### src/rtl/shift_pkg.sv
// shift_pkg: shift-unit op encodings, shadow-stage record and pipeline depth
package shift_pkg;
    localparam int SH_DEPTH = 2;
    localparam int SH_HART_W = 8;
    localparam int SH_RD_W = 8;
    localparam logic [2:0] OPG_SHIFT = 3'd0;
    localparam logic [2:0] OPG_ROT = 3'd1;
    localparam logic [2:0] OPG_BITCNT = 3'd2;
    localparam logic [2:0] OPG_BITMAN = 3'd3;
    localparam logic [2:0] OPG_EXT = 3'd4;
    localparam int CTL_RIGHT = 0;
    localparam int CTL_ARITH = 1;
    localparam int CTL_W32 = 6;
    localparam logic [6:0] OP_SLLI = {1'b0, OPG_SHIFT, 3'b000};
    localparam logic [6:0] OP_SRLI = {1'b0, OPG_SHIFT, 3'b001};
    localparam logic [6:0] OP_SRAI = {1'b0, OPG_SHIFT, 3'b011};
    typedef struct packed {
        logic                 v;
        logic [SH_HART_W-1:0] hart;
        logic [SH_RD_W-1:0]   rd;
    } sh_stage_t;
endpackage

### src/rtl/rr_arb.sv
// rr_arb: round-robin arbiter; search starts at ptr, returns one-hot grant and its index
module rr_arb #(
    parameter int N = 2,
    parameter int LN = (N > 1) ? $clog2(N) : 1
) (
    input  logic [N-1:0]  req,
    input  logic [LN-1:0] ptr,
    output logic [N-1:0]  gnt,
    output logic [LN-1:0] gnt_idx
);
    logic [LN-1:0] idx;
    always_comb begin
        gnt = '0;
        gnt_idx = '0;
        idx = '0;
        for (int i = 0; i < N; i++) begin
            idx = LN'((int'(ptr) + i) % N);
            if (~|gnt && req[idx]) begin
                gnt[idx] = 1'b1;
                gnt_idx = idx;
            end
        end
    end
endmodule

### src/rtl/shift_sched.sv
// shift_sched: round-robin issue into the shared shift unit, shadow pipeline qualifying its writeback
module shift_sched
    import shift_pkg::*;
#(
    parameter int NHART = 2,
    parameter int LNHART = 1,
    parameter int LNCOMMIT = 5,
    parameter int CNTRL_SIZE = 7
) (
    input  logic                        clk,
    input  logic                        reset,
    input  logic [NHART-1:0]            req_valid,
    output logic [NHART-1:0]            req_ready,
    input  logic [NHART*CNTRL_SIZE-1:0] req_control,
    input  logic [NHART*LNCOMMIT-1:0]   req_rd,
    input  logic [NHART-1:0]            req_makes_rd,
    input  logic [NHART-1:0]            req_needs_rs2,
    input  logic [NHART*32-1:0]         req_immed,
    input  logic [NHART-1:0]            hart_rv32,
    input  logic [NHART-1:0]            flush,
    input  logic                        wb_reserved,
    output logic                        sh_enable,
    output logic                        sh_makes_rd,
    output logic                        sh_needs_rs2,
    output logic                        sh_rv32,
    output logic [CNTRL_SIZE-1:0]       sh_control,
    output logic [LNCOMMIT-1:0]         sh_rd,
    output logic [31:0]                 sh_immed,
    output logic [LNHART-1:0]           sh_hart,
    input  logic [LNCOMMIT-1:0]         sh_res_rd,
    input  logic [NHART-1:0]            sh_res_makes_rd,
    output logic [NHART-1:0]            wb_valid,
    output logic [LNCOMMIT-1:0]         wb_rd,
    output logic                        idle
);
    logic [NHART-1:0] elig, gnt, exp_wb;
    logic [LNHART-1:0] gidx, rr_q, rr_d;
    logic mismatch;
    sh_stage_t st_q [SH_DEPTH];
    sh_stage_t st_d [SH_DEPTH];
    sh_stage_t s2;
    // chk marks stages whose unit-side contents are known, i.e. not flushed and not stale after reset
    logic [SH_DEPTH-1:0] chk_q, chk_d;

    function automatic logic hit(sh_stage_t s, logic [NHART-1:0] f);
        logic r;
        r = 1'b0;
        for (int h = 0; h < NHART; h++) r |= f[h] & (s.hart == SH_HART_W'(h));
        return r & s.v;
    endfunction

    assign elig = req_valid & ~flush & {NHART{~(wb_reserved | reset)}};

    rr_arb #(.N(NHART), .LN(LNHART)) u_arb (
        .req(elig),
        .ptr(rr_q),
        .gnt(gnt),
        .gnt_idx(gidx)
    );

    assign req_ready = gnt;
    assign sh_enable = |gnt & req_makes_rd[gidx];
    assign sh_makes_rd = sh_enable;
    assign sh_needs_rs2 = req_needs_rs2[gidx];
    assign sh_rv32 = hart_rv32[gidx];
    assign sh_control = req_control[gidx*CNTRL_SIZE +: CNTRL_SIZE];
    assign sh_rd = req_rd[gidx*LNCOMMIT +: LNCOMMIT];
    assign sh_immed = req_immed[gidx*32 +: 32];
    assign sh_hart = gidx;

    always_comb begin
        rr_d = (NHART == 1 || ~|gnt) ? rr_q : (gidx == LNHART'(NHART - 1)) ? '0 : gidx + 1'b1;
        st_d[0] = '{v: sh_enable, hart: SH_HART_W'(gidx), rd: SH_RD_W'(sh_rd)};
        chk_d[0] = 1'b1;
        for (int i = 1; i < SH_DEPTH; i++) begin
            st_d[i] = st_q[i-1];
            st_d[i].v = st_q[i-1].v & ~hit(st_q[i-1], flush);
            chk_d[i] = chk_q[i-1] & ~hit(st_q[i-1], flush);
        end
    end

    always_ff @(posedge clk) begin
        if (reset) begin
            rr_q <= '0;
            st_q <= '{default: '0};
            chk_q <= '0;
        end else begin
            rr_q <= rr_d;
            st_q <= st_d;
            chk_q <= chk_d;
        end
    end

    assign s2 = st_q[SH_DEPTH-1];

    always_comb begin
        exp_wb = '0;
        for (int h = 0; h < NHART; h++) exp_wb[h] = s2.v & (s2.hart == SH_HART_W'(h));
        idle = ~|gnt;
        for (int i = 0; i < SH_DEPTH; i++) idle &= ~st_q[i].v;
    end

    // a result the shadow does not expect (flushed or stale after reset) is never written back
    assign mismatch = exp_wb != sh_res_makes_rd;
    assign wb_valid = (mismatch | reset) ? '0 : exp_wb & ~flush;
    assign wb_rd = sh_res_rd;

    always_ff @(posedge clk) begin
        if (!reset && chk_q[SH_DEPTH-1]) assert (!mismatch && (!s2.v || s2.rd == SH_RD_W'(sh_res_rd)));
    end
endmodule
### config.mk
export PLATFORM = sky130hd
export DESIGN_NAME = shift_sched
export DESIGN_NICKNAME = d
export VERILOG_FILES = /design/src/rtl/shift_pkg.sv /design/src/rtl/rr_arb.sv /design/src/rtl/shift_sched.sv
export SDC_FILE = /design/constraint.sdc
export NUM_CORES = 1
export LEC_CHECK = 0
export BUFFER_PORTS_ARGS = -buffer_cell sky130_fd_sc_hd__buf_2
export CAP_MARGIN = 20
export CORE_MARGIN = 1
export CORE_UTILIZATION = 24
export DETAILED_ROUTE_END_ITERATION = 8
export PLACE_DENSITY = 0.89
export SETUP_SLACK_MARGIN = 0.1
export SYNTH_ARGS = -nofsm -noshare
export SYNTH_HDL_FRONTEND = slang
export SYNTH_HIERARCHICAL = 1
export SYNTH_SLANG_ARGS = --single-unit
### constraint.sdc
create_clock -name clk -period 1.9 [get_ports clk]
set_input_delay 0.285 -clock clk [delete_from_list [all_inputs] [get_ports clk]]
set_output_delay 0.285 -clock clk [all_outputs]
set_load 0.05 [all_outputs]
==> impl_results.md, run 1 <==
- XOR/XNOR Fraction of Synth Area: 0
- PwrDens: 430 nW/µm²
- Status: complete, but fails checks
- CP delay by family, top: buffers and inverters
- Clock insertion delay at the later pin of the skew report: between 200 and 250 ps
- Nets: 354
- Vias/cell: 4.57
- Vias post-DR: 1338
- Simple logic cell fraction of the synthesized area: 0.108
- Cells on Worst Hold Path: 3
- Flops & latches, synth: 5
- Synth top area cells: mux2_2, mux2_4, buf_4
- Core ar.: 3690 µm²
- Max-slew violations: 0
- DRT antenna net count: 0
- Leading cell type in the layout, fill and taps excluded: buf_2
- Inst Count DP: 286
- Crit path capture type: primary output
- Post-synthesis compound-gate area fraction: 0.0323
- P_leak: 1.14 nW
- Port bufs: 156
- Max clock buf depth: 2
- Final routed DRC violation total: 0
- Layout Cells excl Fill: just under 300
- Global-route wire length before repair: a little under 6000 µm
- Diode count: 0
- Iter 0 DRT Violations: 23
- Maximum VDD drop: 0.000370 V
- Post-DP HPWL: 3060 µm
- Largest net degree at the start of global routing: 28
- Syn Nets: 198
- Hold Vio Cnt, Final: 0
- Largest family of logic cells by synthesized area: multiplexers
- Post-synth top area share: 0.472
- CP Max Fanout: 23
- Crit path cell chain: buf_8, nor4b_4, a21boi_4, buf_12, mux2i_4, nor2_4, buf_2
- Min-delay worst type: input pin to flop
- Worst path bufs/invs: 3
- Synth unique cells: 18
- Die H: 64.3 µm
- Gpl congestion: 0.786
- Max cap viols: 0
- R2R depth: 6
- Die area: between 4000 and 5000 µm²
- Worst Path Arrival: between 1500 and 2000 ps
- Clk slew on worst S/H paths: 40 ps
- Area Overhead vs Synth: 143%
- Finished Cell Area: around 2300 µm²
- Tot GR Track Use: 0.182
- Max Clock Freq: 0.494 GHz
- Filler instances: around 300
- Post-Synth Adder-Cell Area: 0
- Share of post-route cells with drive strength above 1: 0.922
- Area post-placement: 1830 µm²
- CTS root buf: clkbuf_8
- Initial antenna violation count: 0
- Crit-path max cell delay: between 200 and 300 ps
- Fin util: 0.614
- Sequential share of the synthesized area: 0.108
- H-tree levels: 1
- Yosys warning total: 6
- Mux contribution to synthesized area: 0.612
- Total power: 0.974 mW
- Startpoint types: input pin
- Worst path depth: 7
- DIE WIDTH: 64.3 µm
- Final Worst Setup Slack: -123 ps
- CTS Sinks: 5
- Slowest CP cell: nor4b_4
- Slew HR: 0.806
- DRT Pass-1 Iters: 2
- Area leader, netlist: mux2_2
- Remaining global-route overflow: 0
- CTS buffer count: 3
- Worst-margin pin slew: between 200 and 300 ps
- Minimum clock period after layout: 2020 ps
- RSZ-0062 raised after global routing: yes
- Final period utilization: 1.06
- Setup Skew: roughly 1.2 ps
- Avg Inst Size Synth: 10.3 µm²
- Highest-count cells in the layout ignoring fill and taps: buf_2, buf_6, mux2_2
- Average wire per standard cell: 13.9 µm
- Final setup viols: 49
- TNS Setup: -3960 ps
- Critical path type: input pin to primary output
- Min Hold Slack: approximately 380 ps
- Placement Setup Slack: -175 ps
- # hold bufs at CTS: 0
- Synthesized cell area: 931 µm²
- CTS tree: done
- I/O Pins: 167
- Drt total wl: 4060 µm
- Failing checks: setup timing
- Worst EP required: 1620 ps
- Core Rows: 22
- Vias in the first global route: around 1300
- Initial Util: 0.252
- Mapped Cells: 90
## logic make-up (layout without fill, tap and decap cells)
group                  count (synthesis)  count (layout)
muxes                                 48              48
AOI/OAI and AO/OA                      4               4
DFF                                    5               5
and+or+nand+nor                       16              16
buffers and inverters                 17             172
## cell type report
type                    instances  area, µm²  area share
flip-flops and latches          5        100      0.0442
well taps                      48       60.1      0.0265
clock buffers                   4       45.0      0.0199
inverters                       1       3.75     0.00166
multi-input cells              68        823       0.364
repair buffers                167       1230       0.544
## cell usage after synthesis
library cell	n
buf_6	2
nor4_1	2
nand2b_1	2
nand4bb_1	1
mux2_4	8
nor3_1	3
inv_1	1
nor2b_1	2
o21a_1	1
a21boi_1	2
mux2i_1	1
buf_4	14
nor2_1	3
mux2_2	39
a21boi_0	1
nor3b_1	1
dfxtp_1	5
nor4b_1	2
## tightest hold or removal path, cell delays in order
cell,delay (ps)
buf_8,80
mux2_2,140
nor3b_1,40
## where the power goes
part | internal [mW] | switching (mW) | leakage, nW
logic | 0.298 | 0.371 | 1.08
clock network | 0.144 | 0.0520 | 0.0228
registers | 0.108 | 0.00158 | 0.0405
## state kept, by name, indices dropped and copies added (netlist names)
register,count
st_q,1
rr_q,1
s2,2
st_d,1
## path summary, 6_finish.rpt
check	start	end	slack, ps
max	flush[1]	sh_makes_rd	-120
max reg2reg	rr_q	st_q[33]	440
min reg2reg	st_d[8]	s2[8]	470
min	flush[1]	s2[16]	380
## per-layer routing
layer | global-route usage | share of wire | wire, µm
met4 | 0.0333 | 0.0039 | 16
met3 | 0.0286 | 0.083 | 338
met2 | 0.395 | 0.57 | 2330
met1 | 0.173 | 0.34 | 1370
met5 | 0 | 0 | 0
## repair_timing
| item | 4_1_cts | 5_1_grt |
|---|---|---|
| buffers inserted | 0 | 3 |
| resized for setup | 95 | 20 |
| gates cloned | 0 | 0 |
| pin swaps | 1 | 3 |
| endpoints found under the setup margin | 50 | 51 |
Power figures use the tool's default switching activity.
==> inputs of run 2 (changes only) <==
--- a/config.mk
+++ b/config.mk
@@ -5,12 +5,12 @@
 export SDC_FILE = /design/constraint.sdc
 export NUM_CORES = 1
 export LEC_CHECK = 0
-export BUFFER_PORTS_ARGS = -buffer_cell sky130_fd_sc_hd__buf_2
 export CAP_MARGIN = 20
-export CORE_MARGIN = 1
-export CORE_UTILIZATION = 24
+export CORE_AREA = 2 2 65 67
 export DETAILED_ROUTE_END_ITERATION = 8
-export PLACE_DENSITY = 0.89
+export DIE_AREA = 0 0 67 69
+export DONT_BUFFER_PORTS = 1
+export PLACE_DENSITY_LB_ADDON = 0.15
 export SETUP_SLACK_MARGIN = 0.1
 export SYNTH_ARGS = -nofsm -noshare
 export SYNTH_HDL_FRONTEND = slang
==> run 2 against run 1 <==
Net effect:
- the run now ends clean
- clock skew is 0.57 ps higher
- sequential power barely moved
- combinational power decreased by 30%
- die area increased by 12%
- core utilization fell by 22 points
- total power shrank 21%
- maximum frequency up 6.9%
- critical path depth shrank 2
- global-route usage decreased by 6.5 points
- largest cell class is now multi-input combinational cells
- largest power group unchanged
==> impl_results.md, run 2 (synthesized netlist as in run 1, its figures left out) <==
- Comb pwr share: 0.606
- Worst-margin pin slew: 290 ps
- Vias post-DR: around 800
- Post-DP HPWL: 2450 µm
- RSZ-0062 raised after global routing: yes
- Filler instances: 385
- Crit path capture type: primary output
- CTS tree: done
- Clock power frac: 0.251
- CTS buffer count: 3
- Reg area: between 100 and 150 µm²
- Highest-count cells in the layout ignoring fill and taps: mux2_4, buf_4, buf_6
- Drt total wl: 3460 µm
- Min-delay worst type: input pin to flop
- Status: finished clean
- Clk slew on worst S/H paths: 40 ps
- Area of the multi-input gates: 947 µm²
- Minimum clock period after layout: 1890 ps
- H-tree levels: 1
- Worst Path Arrival: ~1600 ps
- Switching portion of total power: 0.468
- Max reg flops: 2
- Leading cell type in the layout, fill and taps excluded: mux2_4
- Maximum VDD drop: between 0.0002 and 0.0003 V
- Slew HR: 0.806
- Hold Vio Cnt, Final: 0
- Total power: 0.772 mW
- # hold bufs at CTS: 0
- Critical path type: input pin to primary output
- Area post-placement: 1120 µm²
- CTS root buf: clkbuf_8
- Sequential share of power: 0.143
- Worst path bufs/invs: 2
- Max clock buf depth: 2
- Worst EP required: between 1500 and 2000 ps
- Die H: 69 µm
- Core ar.: a little under 4000 µm²
- Initial antenna violation count: 0
- Final period utilization: 0.996
- DRT antenna net count: 0
- DIE WIDTH: 67 µm
- Clock insertion delay at the later pin of the skew report: 220 ps
- Max cap viols: 0
- Cell-internal power: 0.411 mW
- Nets: 216
- Final setup viols: 0
- Share of post-route cells with drive strength above 1: 0.841
- DRT Pass-1 Iters: 2
- CP delay by family, top: multiplexers
- Remaining global-route overflow: 0
- Max-slew violations: 0
- Largest net degree at the start of global routing: 32
- Iter 0 DRT Violations: 9
- Setup Skew: ~1.8 ps
- Core Rows: 23
- PwrDens: 501 nW/µm²
- Max Clock Freq: roughly 0.53 GHz
- I/O Pins: 167
- Switching power total: 0.362 mW
- Diode count: 0
- CTS Sinks: 5
- Finished Cell Area: 1540 µm²
- Vias/cell: 5.12
- Port bufs: 0
- Final routed DRC violation total: 0
- Slowest CP cell: mux2_4
- Area Overhead vs Synth: 65.7%
- P_leak: around 0.65 nW
- Die area: 4620 µm²
- CP Max Fanout: 8
- Tot GR Track Use: 0.117
- Vias in the first global route: between 800 and 900
- Global-route wire length before repair: between 4000 and 5000 µm
- Startpoint types: input pin
- Crit path cell chain: nor4b_4, a21boi_4, buf_6, clkbuf_16, mux2_4
- Crit-path max cell delay: roughly 390 ps
- Initial Util: 0.238
- Average wire per standard cell: 22.0 µm
- Gpl congestion: 0.658
-- run 2: per-stage QoR --
step	utilization	worst slack [ps]	instances	hold slack [ps]	setup TNS (ps)
2_1_floorplan	-	-331	90	357	-11200
3_3_place_gp	0.286	50.6	137	358	0
3_5_place_dp	0.286	30.4	137	359	0
4_1_cts	0.345	26.6	144	129	0
5_1_grt	0.394	-21.7	157	127	-213
6_report	0.394	8.12	157	133	0
-- run 2: repair_timing --
item / CTS / global route
resized for setup: 39 / 9
setup endpoints to repair: 40 / 40
cloned: 1 / 4
buffers inserted: 2 / 9
pin swaps: 1 / 3
-- run 2: final cells by class --
cell class	instances	area share
Multi-Input combinational cell	68	0.614
Timing Repair Buffer	29	0.248
Sequential cell	5	0.0657
Tap cell	50	0.0406
Clock buffer	4	0.0292
Inverter	1	0.00243
-- run 2: worst paths after layout --
path,from,endpoint,slack [ps],depth (start not counted)
worst max-delay path,reset,sh_rd[3],8,5
worst min-delay path,reset,s2[8],130,1
worst max register to register,rr_q,rr_q,510,8
worst min register to register,st_d[8],s2[8],470,1
-- run 2: worst reg2reg max path, stage by stage, from the launching register on --
cell	delay (ps)
dfxtp_2	320
inv_2	60
a21boi_4	250
buf_6	170
clkbuf_16	140
buf_4	100
buf_4	100
o21a_1	100
nor3_1	40
-- run 2: per-layer routing --
layer	global-route usage	up-vias	routed length, µm
li1	-	354	-
met1	0.127	361	1150
met2	0.209	85	1920
met3	0.0277	4	360
met4	0.0522	0	27
met5	0	-	0
-- run 2: power groups by stage --
stage,Combinational [mW],Sequential [mW],Clock [mW]
finish,0.468,0.110,0.194
global route,0.481,0.110,0.208
CTS,0.446,0.110,0.203
detailed placement,0.400,0.111,0
global placement,0.401,0.111,0
floorplan,0.407,0.112,0
==> inputs of run 3 (changes only) <==
--- a/config.mk
+++ b/config.mk
@@ -6,13 +6,12 @@
 export NUM_CORES = 1
 export LEC_CHECK = 0
 export CAP_MARGIN = 20
-export CORE_AREA = 2 2 65 67
+export CORE_AREA = 2 2 64 66
 export DETAILED_ROUTE_END_ITERATION = 8
-export DIE_AREA = 0 0 67 69
+export DIE_AREA = 0 0 66 68
 export DONT_BUFFER_PORTS = 1
 export PLACE_DENSITY_LB_ADDON = 0.15
 export SETUP_SLACK_MARGIN = 0.1
 export SYNTH_ARGS = -nofsm -noshare
 export SYNTH_HDL_FRONTEND = slang
-export SYNTH_HIERARCHICAL = 1
 export SYNTH_SLANG_ARGS = --single-unit
==> run 3 against run 2 <==
Net effect:
- via count is 1.9% higher
- final area is 14% lower
- sequential power hardly changed
- cell count is 5.1% lower
- synthesized cell count is 5.6% higher
- critical path depth is 2 lower
- total power is 5.0% lower
- setup slack better by 68 ps
- clock-buffer cell count stayed put
- clock skew is 1.2 ps lower
- sequential cell count stayed put
- first-iteration DRC count grew to 2.6 times the previous value
- critical path type is now flop to primary output
- critical endpoint is now sh_control[0]
==> impl_results.md, run 3 <==
- Comb pwr share: 0.580
- Die H: approximately 68 µm
- Vias/cell: 5.50
- Post-synth top area share: 0.395
- Post-DP HPWL: 2600 µm
- Max-slew violations: 0
- Min-delay worst type: input pin to flop
- Avg Inst Size Synth: 11.6 µm²
- DRT Pass-1 Iters: 4
- Setup Skew: 0.581 ps
- Share of post-route cells with drive strength above 1: 0.737
- Gpl congestion: 0.678
- Global-route wire length before repair: 3800 µm
- Worst EP required: 1620 ps
- Status: finished clean
- CP Max Fanout: 6
- Post-synth top cells: mux2_4, mux2_2, buf_4
- Sequential share of the synthesized area: 0.0909
- Inst Count DP: 140
- Critical path type: flop to primary output
- Clock insertion delay at the later pin of the skew report: 220 ps
- Flops & latches, synth: 5
- Maximum VDD drop: about 0.00049 V
- Nets: 208
- Worst Path Arrival: approximately 1500 ps
- CTS tree: done
- Hold Vio Cnt, Final: 0
- Synth unique cells: 23
- Final period utilization: 0.960
- Clock power frac: 0.271
- Final setup viols: 0
- Max Clock Freq: 0.548 GHz
- Max reg flops: 2
- Filler instances: 387
- Synth top area cells: mux2_4, mux2_2, dfxtp_1
- Switching portion of total power: 0.480
- CTS Sinks: 5
- Core Rows: 23
- Syn Nets: 203
- Max cap viols: 0
- RSZ-0062 raised after global routing: yes
- Iter 0 DRT Violations: 23
- Synthesized cell area: roughly 1100 µm²
- CTS buffer count: 3
- Die area: 4490 µm²
- Final Worst Setup Slack: ~76 ps
- Crit-path max cell delay: about 400 ps
- Most used DFF post-synth: dfxtp_1
- Drt total wl: 3250 µm
- Startpoint types: flop
- Total power: 0.733 mW
- Switching power total: 0.352 mW
- Largest net degree at the start of global routing: 25
- I/O Pins: 167
- PwrDens: about 550 nW/µm²
- CTS root buf: clkbuf_8
- Slowest CP cell: o31a_4
- Placement Setup Slack: 107 ps
- Layout Cells excl Fill: 149
- Crit path capture type: primary output
- Area leader, netlist: mux2_4
- P_leak: around 0.56 nW
- Mapped Cells: 95
- Core ar.: 3860 µm²
- Fin util: 0.344
- Highest-count cells in the layout ignoring fill and taps: mux2_4, buf_4, inv_1, nor2_1, dfxtp_1
- DIE WIDTH: 66 µm
- Minimum clock period after layout: 1820 ps
- Crit path cell chain: o31a_4, clkbuf_16, mux2_4
- Vias in the first global route: 798
- Sequential share of power: 0.149
- Leading cell type in the layout, fill and taps excluded: mux2_4
- Tot GR Track Use: 0.110
- Clk slew on worst S/H paths: 40 ps
- Worst-margin pin slew: 362 ps
- Diode count: 0
- EDFF count, synth: 0
- Max clock buf depth: 2
- Cell-internal power: roughly 0.38 mW
- DRT antenna net count: 0
- Final routed DRC violation total: 0
- Remaining global-route overflow: 0
- TNS Setup: 0 ps
- Area Overhead vs Synth: 20.5%
- H-tree levels: 1
- Worst path bufs/invs: 1
- Initial antenna violation count: 0
- Yosys warning total: 0
- Average wire per standard cell: 21.8 µm
- Post-synth ARST share: 0
- CP delay by family, top: compound AO/OA/AOI/OAI gates
- Vias post-DR: 819
- Most frequent cell after synthesis: mux2_4
- Port bufs: 0
- Initial Util: 0.286
- Slew HR: 0.755
run 3: power groups by stage:
stage	clock (mW)	combinational (mW)	sequential (mW)
final	0.199	0.426	0.109
after global routing	0.205	0.437	0.109
after CTS	0.199	0.417	0.111
after detailed placement	0	0.409	0.112
after global placement	0	0.409	0.112
after floorplan	0	0.431	0.112
run 3: stage by stage:
| step | area (µm²) | hold slack, ps |
|---|---|---|
| detailed placement | 1170 | 363 |
| CTS | 1240 | 127 |
| global placement | 1170 | 362 |
| floorplan | 1180 | 357 |
| finish | 1330 | 127 |
| global route | 1330 | 124 |
run 3: layer usage:
| layer | GRT usage | vias up | routed length (µm) |
|---|---|---|---|
| li1 | - | 349 | - |
| met1 | 0.139 | 376 | 1200 |
| met2 | 0.187 | 94 | 1710 |
| met3 | 0.0345 | 0 | 345 |
| met4 | 0.0230 | 0 | 0 |
| met5 | 0 | - | 0 |
run 3: path summary, 6_finish.rpt:
| kind | from | to | slack, ps | cells past startpoint |
|---|---|---|---|---|
| worst max register to register | rr_q | st_q[33] | 840 | 4 |
| worst min-delay path | reset | rr_q | 130 | 1 |
| worst max-delay path | rr_q | sh_control[0] | 80 | 3 |
| worst min register to register | st_d[8] | s2[8] | 480 | 1 |
run 3: cell families after synthesis:
logic type | count (synthesis) | share of synthesized area
multiplexers | 47 | 0.580
buffers and inverters | 20 | 0.168
AND/OR/NAND/NOR | 15 | 0.102
AO/OA/AOI/OAI | 8 | 0.0591
flip-flops | 5 | 0.0909
run 3: what timing repair did:
| item | CTS | global route |
|---|---|---|
| setup buffers | 0 | 1 |
| hold buffers | 0 | 0 |
| pin swaps | 0 | 2 |
| endpoints found under the setup margin | 46 | 48 |
| gates resized for setup | 8 | 2 |
| gates cloned | 0 | 4 |
run 3: cell type report:
class,instances,area (µm²),area share
well taps,50,62.6,0.0472
multi-input cells,70,900,0.678
flip-flops and latches,5,104,0.0783
repair buffers,16,200,0.151
inverters,4,15.0,0.0113
clock buffers,4,45.0,0.0340
